File: src/rtl/branch_history_tracker.sv
`default_nettype none
// ============================================================================
// Module      : branch_history_tracker
// Description : Fetch/resolve companion to a gshare-style 2-bit counter table.
//               Keeps a speculative and a committed global history register,
//               forms the table lookup index, queues in-flight predictions,
//               drives in-order table updates and repairs history / flushes
//               younger branches on a misprediction.
//
// Ports       : clk           - clock, all state updates on rising edge
//               rst_n         - synchronous active-low reset
//               fetch_valid   - conditional branch fetched this cycle
//               fetch_pc      - PC of the fetched branch
//               fetch_predict - table prediction for lookup_idx
//               fetch_ready   - tracker can accept a branch (count < DEPTH)
//               lookup_idx    - combinational table index (PC ^ spec GHR)
//               res_valid     - oldest in-flight branch resolved this cycle
//               res_taken     - actual outcome of that branch
//               upd_valid     - registered table-update strobe
//               upd_idx       - table index to update
//               upd_taken     - actual outcome for the table update
//               mispredict    - registered one-cycle flush pulse
//               ghr           - current speculative GHR
//               count         - in-flight entry count
//
// Revision    : 1.0 - initial release
// ============================================================================
module branch_history_tracker #(
    parameter int IDX_W  = 12,
    parameter int HIST_W = 12,
    parameter int DEPTH  = 4
) (
    input  logic                       clk,
    input  logic                       rst_n,
    input  logic                       fetch_valid,
    input  logic [31:0]                fetch_pc,
    input  logic                       fetch_predict,
    output logic                       fetch_ready,
    output logic [IDX_W-1:0]           lookup_idx,
    input  logic                       res_valid,
    input  logic                       res_taken,
    output logic                       upd_valid,
    output logic [IDX_W-1:0]           upd_idx,
    output logic                       upd_taken,
    output logic                       mispredict,
    output logic [HIST_W-1:0]          ghr,
    output logic [$clog2(DEPTH):0]     count
);

    localparam int c_PTR_W = $clog2(DEPTH);
    localparam int c_CNT_W = c_PTR_W + 1;

    // ------------------------------------------------------------------
    // State
    // ------------------------------------------------------------------
    logic [HIST_W-1:0]  r_spec_ghr;
    logic [HIST_W-1:0]  r_arch_ghr;
    logic [c_CNT_W-1:0] r_count;
    logic [c_PTR_W-1:0] r_wr_ptr;
    logic [c_PTR_W-1:0] r_rd_ptr;
    logic               r_upd_valid;
    logic [IDX_W-1:0]   r_upd_idx;
    logic               r_upd_taken;
    logic               r_mispredict;

    // In-flight prediction queue (index used for lookup + predicted direction)
    logic [IDX_W-1:0]   r_fifo_idx  [DEPTH];
    logic               r_fifo_pred [DEPTH];

    // ------------------------------------------------------------------
    // Combinational helpers
    // ------------------------------------------------------------------
    logic [IDX_W-1:0]   w_ghr_ext;
    logic [HIST_W-1:0]  w_spec_shift;
    logic [HIST_W-1:0]  w_arch_shift;
    logic               w_accept;
    logic               w_resolve;
    logic               w_mispredict;
    logic [IDX_W-1:0]   w_head_idx;
    logic               w_head_pred;
    logic [c_CNT_W-1:0] w_count_next;
    logic               w_unused_pc;

    // History is narrower than (or equal to) the index; zero-extend it.
    assign w_ghr_ext  = IDX_W'(r_spec_ghr);
    assign lookup_idx = fetch_pc[IDX_W+1:2] ^ w_ghr_ext;

    // Only the word-aligned index bits of the PC take part in hashing.
    assign w_unused_pc = ^{fetch_pc[31:IDX_W+2], fetch_pc[1:0]};

    // History shift: a one-bit history simply holds the latest outcome.
    generate
        if (HIST_W == 1) begin : g_hist_one
            assign w_spec_shift = fetch_predict;
            assign w_arch_shift = res_taken;
        end else begin : g_hist_multi
            assign w_spec_shift = {r_spec_ghr[HIST_W-2:0], fetch_predict};
            assign w_arch_shift = {r_arch_ghr[HIST_W-2:0], res_taken};
        end
    endgenerate

    // Ready is purely a function of the registered count, so a resolve in
    // the same cycle never opens a slot for a fetch (no bypass path).
    assign fetch_ready = (r_count != c_CNT_W'(DEPTH));

    assign w_accept     = fetch_valid & fetch_ready;
    assign w_resolve    = res_valid & (r_count != '0);
    assign w_head_idx   = r_fifo_idx[r_rd_ptr];
    assign w_head_pred  = r_fifo_pred[r_rd_ptr];
    assign w_mispredict = w_resolve & (res_taken != w_head_pred);

    always_comb begin
        w_count_next = r_count;
        unique case ({w_accept, w_resolve})
            2'b10:   w_count_next = r_count + c_CNT_W'(1);
            2'b01:   w_count_next = r_count - c_CNT_W'(1);
            default: w_count_next = r_count;
        endcase
    end

    // ------------------------------------------------------------------
    // Control and history registers
    // ------------------------------------------------------------------
    always_ff @(posedge clk) begin
        if (!rst_n) begin
            r_spec_ghr   <= '0;
            r_arch_ghr   <= '0;
            r_count      <= '0;
            r_wr_ptr     <= '0;
            r_rd_ptr     <= '0;
            r_upd_valid  <= 1'b0;
            r_upd_idx    <= '0;
            r_upd_taken  <= 1'b0;
            r_mispredict <= 1'b0;
        end else begin
            r_upd_valid  <= w_resolve;
            r_mispredict <= w_mispredict;

            if (w_resolve) begin
                r_upd_idx   <= w_head_idx;
                r_upd_taken <= res_taken;
                r_arch_ghr  <= w_arch_shift;
            end

            if (w_mispredict) begin
                // Flush wins over any concurrent fetch: everything younger
                // than the resolving branch is discarded and speculative
                // history is rebuilt from the committed history.
                r_count    <= '0;
                r_wr_ptr   <= '0;
                r_rd_ptr   <= '0;
                r_spec_ghr <= w_arch_shift;
            end else begin
                r_count <= w_count_next;
                if (w_accept) begin
                    r_wr_ptr   <= r_wr_ptr + c_PTR_W'(1);
                    r_spec_ghr <= w_spec_shift;
                end
                if (w_resolve) begin
                    r_rd_ptr <= r_rd_ptr + c_PTR_W'(1);
                end
            end
        end
    end

    // ------------------------------------------------------------------
    // Queue storage (contents are qualified by count, so no reset needed)
    // ------------------------------------------------------------------
    always_ff @(posedge clk) begin
        if (rst_n && w_accept && !w_mispredict) begin
            r_fifo_idx[r_wr_ptr]  <= lookup_idx;
            r_fifo_pred[r_wr_ptr] <= fetch_predict;
        end
    end

    // ------------------------------------------------------------------
    // Outputs
    // ------------------------------------------------------------------
    assign upd_valid  = r_upd_valid;
    assign upd_idx    = r_upd_idx;
    assign upd_taken  = r_upd_taken;
    assign mispredict = r_mispredict;
    assign ghr        = r_spec_ghr;
    assign count      = r_count;

endmodule
`default_nettype wire

File: config.mk
export PLATFORM = sky130hd
export DESIGN_NAME = branch_history_tracker
export DESIGN_NICKNAME = d
export VERILOG_FILES = /design/src/rtl/branch_history_tracker.sv
export SDC_FILE = /design/constraint.sdc
export NUM_CORES = 1
export LEC_CHECK = 0
export CAP_MARGIN = 15
export CORE_ASPECT_RATIO = 0.75
export CORE_MARGIN = 3
export CORE_UTILIZATION = 50
export CTS_CLUSTER_DIAMETER = 60
export DETAILED_ROUTE_END_ITERATION = 8
export GPL_TIMING_DRIVEN = 0
export PLACE_DENSITY = 0.88
export SLEW_MARGIN = 20
export SYNTH_ARGS = -nofsm -noshare
export SYNTH_HDL_FRONTEND = slang
export SYNTH_SLANG_ARGS = --single-unit
File: constraint.sdc
create_clock -name clk -period 2.95 [get_ports clk]
set_clock_uncertainty 0.2 [all_clocks]
set_input_delay 0.59 -clock clk [delete_from_list [all_inputs] [get_ports clk]]
set_output_delay 0.59 -clock clk [all_outputs]
set_load 0.01 [all_outputs]
==> results.cfg <==
[worst_setup_path]
r2r_cells = 4
max_stage_delay_ns = 0.62
cp.arrival_ns = 2.03
timing.rr.start = r_fifo_pred[0]
end_kind = output pin
cpMaxStageDelayCell = clkdlybuf4s50_1
crit_path_start_kind = primary input
cp-startpoint = fetch_pc[6]
rrSetupSlack_ns = 0.25
critPathBufInv = 2
crit_required_ns = 2.16
crit_end = lookup_idx[4]
worstPathMaxFanout = 5
r2r-end = r_fifo_idx[1][8]
crit_cells = 3
crit_top_cell = clkdlybuf4s50_1
crit_family = buffers and inverters
critical_path_class = primary input to output pin
crit_chain = clkdlybuf4s50_1, xor2_1, clkdlybuf4s50_1

[synthesis]
synth_area_per_cell_um2 = 12.8
async_reset_ff_share_pct = 0
ys_ff_latch = 98
syn_inst = 315
synth_cell_type_count = 32
synth_nets = 359
ys.flop_type = edfxtp_1
synth_area_um2 = 4020
ys_seq_area_share_pct = 61.7
yosysWarningCount = 0
synth-edff-count = 52

[final_layout]
utilization_pct = 65.8
area_delta_synth_final_pct = 23.8
final_common_cell = nand2_1
stdcell_area_um2 = 4980
nets = 428
final_cell_mix = nand2_1 (61), clkdlybuf4s50_1 (59), edfxtp_1 (52)
num_antenna_cells = 0
fillers = 569
drive_gt1_share_pct = 15.2

[detailed_routing]
drt_pass1_iterations = 5
ant_nets = 0
drc_errors = 0
finalWirelength_mm = 9.01
drt_iter0_drc = 256
vias_per_cell = 5.55
wl_per_cell_um = 18.4
vias = 2719

[pwr]
p_sw_mw = 1.32
combPwrFrac_pct = 31.6
p_per_area_nw_per_um2 = 820
p_clk_share_pct = 24.0
power.leakage_nw = 1.66
power.internal_mw = 2.77
switching_share_pct = 32.3
seqPwrFrac_pct = 44.3
ir_drop_v = 0.000418

[timing]
setup_viol = 0
drv_slew = 0
finalHoldViolCount = 0
fin_crit_ns = 2.82
finalWorstSetupSlack_ns = 0.126
fmax_ghz = 0.354
final.setup.tns_ns = 0
rsz0062_at_grt = false
relSlewSlack_pct = 38.6
tightest_slew_ns = 0.919
final.period_utilization_pct = 95.7

[place]
place_ws_ns = -0.462
numPortBuffers = 59
placed_area_um2 = 4750
routabilityCongestion = 0.891
hpwl_mm = 6.27

[clock_network]
cts_buffer_depth = 2
clk_pin_slew_ns = 0.11
clock-sinks = 98
cts.htree.levels = 3
cts_root_buffer = clkbuf_8
cts_tree = done
numCtsBuffers = 9
clock_latency_ns = 0.37

[floorplanning]
initial_utilization_pct = 53.2
row_count = 27
core_um2 = 7570
fp.dieH_um = 83.7
die-area_um2 = 9170
die_width_um = 110
pin_count = 81

[min_path]
hp-class = flip-flop to flip-flop
hold_start = upd_idx[2]

[global_route]
grt_overflow_total = 0
grt_pass1_wl_mm = 14.1
grt_max_degree = 19
grt_pass1_vias = 2718
grt_usage_pct = 20.6
grt_antenna_before_repair = 0

[job]
max_cap_violations = 0

[run_status]
status = completed
==> flip-flops by register name, indices dropped and copies added, names as in the netlist, named ones only <==
signal and flops:
r_rd_ptr 2, upd_valid 1, r_wr_ptr 2, upd_idx 12
r_fifo_pred 4, r_arch_ghr 11, r_fifo_idx 48, mispredict 1
count 3, ghr 12
==> cells in the mapped netlist, types with 2 or more instances <==
cell	number	share of area, %
a21oi_1	27	3.4
a311oi_1	2	0.44
a311oi_2	9	3.4
buf_2	3	0.37
buf_6	7	2.0
clkbuf_1	7	0.65
dfxtp_1	46	23
dlygate4sd1_1	2	0.44
edfxtp_1	52	39
ha_1	5	1.6
inv_1	7	0.65
mux4_2	13	7.3
nand2_1	61	5.7
nand3_1	17	2.1
nor2_1	16	1.5
nor3_1	11	1.4
xnor2_1	2	0.44
xor2_1	14	3.0
==> layer usage <==
layer  routed length [um]  global-route usage (%)  part of all wire, %
met5                    0                       0                    0
met4                  157                    7.02                  1.7
met3                  868                    5.57                  9.6
met2                 4340                    32.5                   48
met1                 3640                    27.6                   40
==> per-stage QoR <==
step	power (mW)	hold slack, ns	std cells
after floorplan	2.57	0.237	315
after global placement	3.08	0.242	475
after detailed placement	3.14	0.250	475
after CTS	4.11	0.265	490
after global routing	4.29	0.276	490
final	4.08	0.263	490
==> worst min path at each step <==
stage	cells after the start	to	slack [ns]
final	2	upd_idx[2]	0.26
after CTS	2	upd_idx[11]	0.27
after detailed placement	2	upd_idx[11]	0.25
after global routing	2	upd_idx[11]	0.28
after global placement	2	upd_idx[0]	0.24
after floorplan	2	r_arch_ghr[10]	0.24
==> repair_timing <==
action	in CTS	in global routing
hold buffers	0	0
endpoints found under the setup margin	1	0
gates resized for setup	0	0
setup buffers	0	0
==> cells by family after synthesis <==
| group | count (synthesis) | synth area share, % |
|---|---|---|
| simple gates | 110 | 11.8 |
| fa+ha+maj | 6 | 2.05 |
| mux | 13 | 7.28 |
| xor+xnor | 17 | 4.17 |
| buf+inv | 27 | 4.26 |
| flops | 98 | 61.7 |
| compound gates | 44 | 8.77 |
==> cell type report <==
cell class | count | area, um^2 | share of cell area [%]
Sequential cell | 98 | 2480 | 49.8
Multi-Input combinational cell | 190 | 1380 | 27.7
Timing Repair Buffer | 59 | 591 | 11.9
Buffer | 19 | 141 | 2.84
Tap cell | 101 | 126 | 2.54
Clock buffer | 9 | 124 | 2.49
Clock inverter | 7 | 111 | 2.24
Inverter | 7 | 26.3 | 0.527
==> worst min-delay path, stage by stage (launching register included) <==
cell and delay (ns):
dfxtp_1 0.32, nand2_1 0.05, a21oi_1 0.05
==> power by group through the flow <==
stage / clock network (mW) / logic, mW / registers [mW]
floorplan: 0 / 0.722 / 1.85
global placement: 0 / 1.25 / 1.83
detailed placement: 0 / 1.30 / 1.84
CTS: 1.00 / 1.30 / 1.81
global route: 1.06 / 1.40 / 1.83
finish: 0.982 / 1.29 / 1.81
Power figures use the tool's default switching activity.
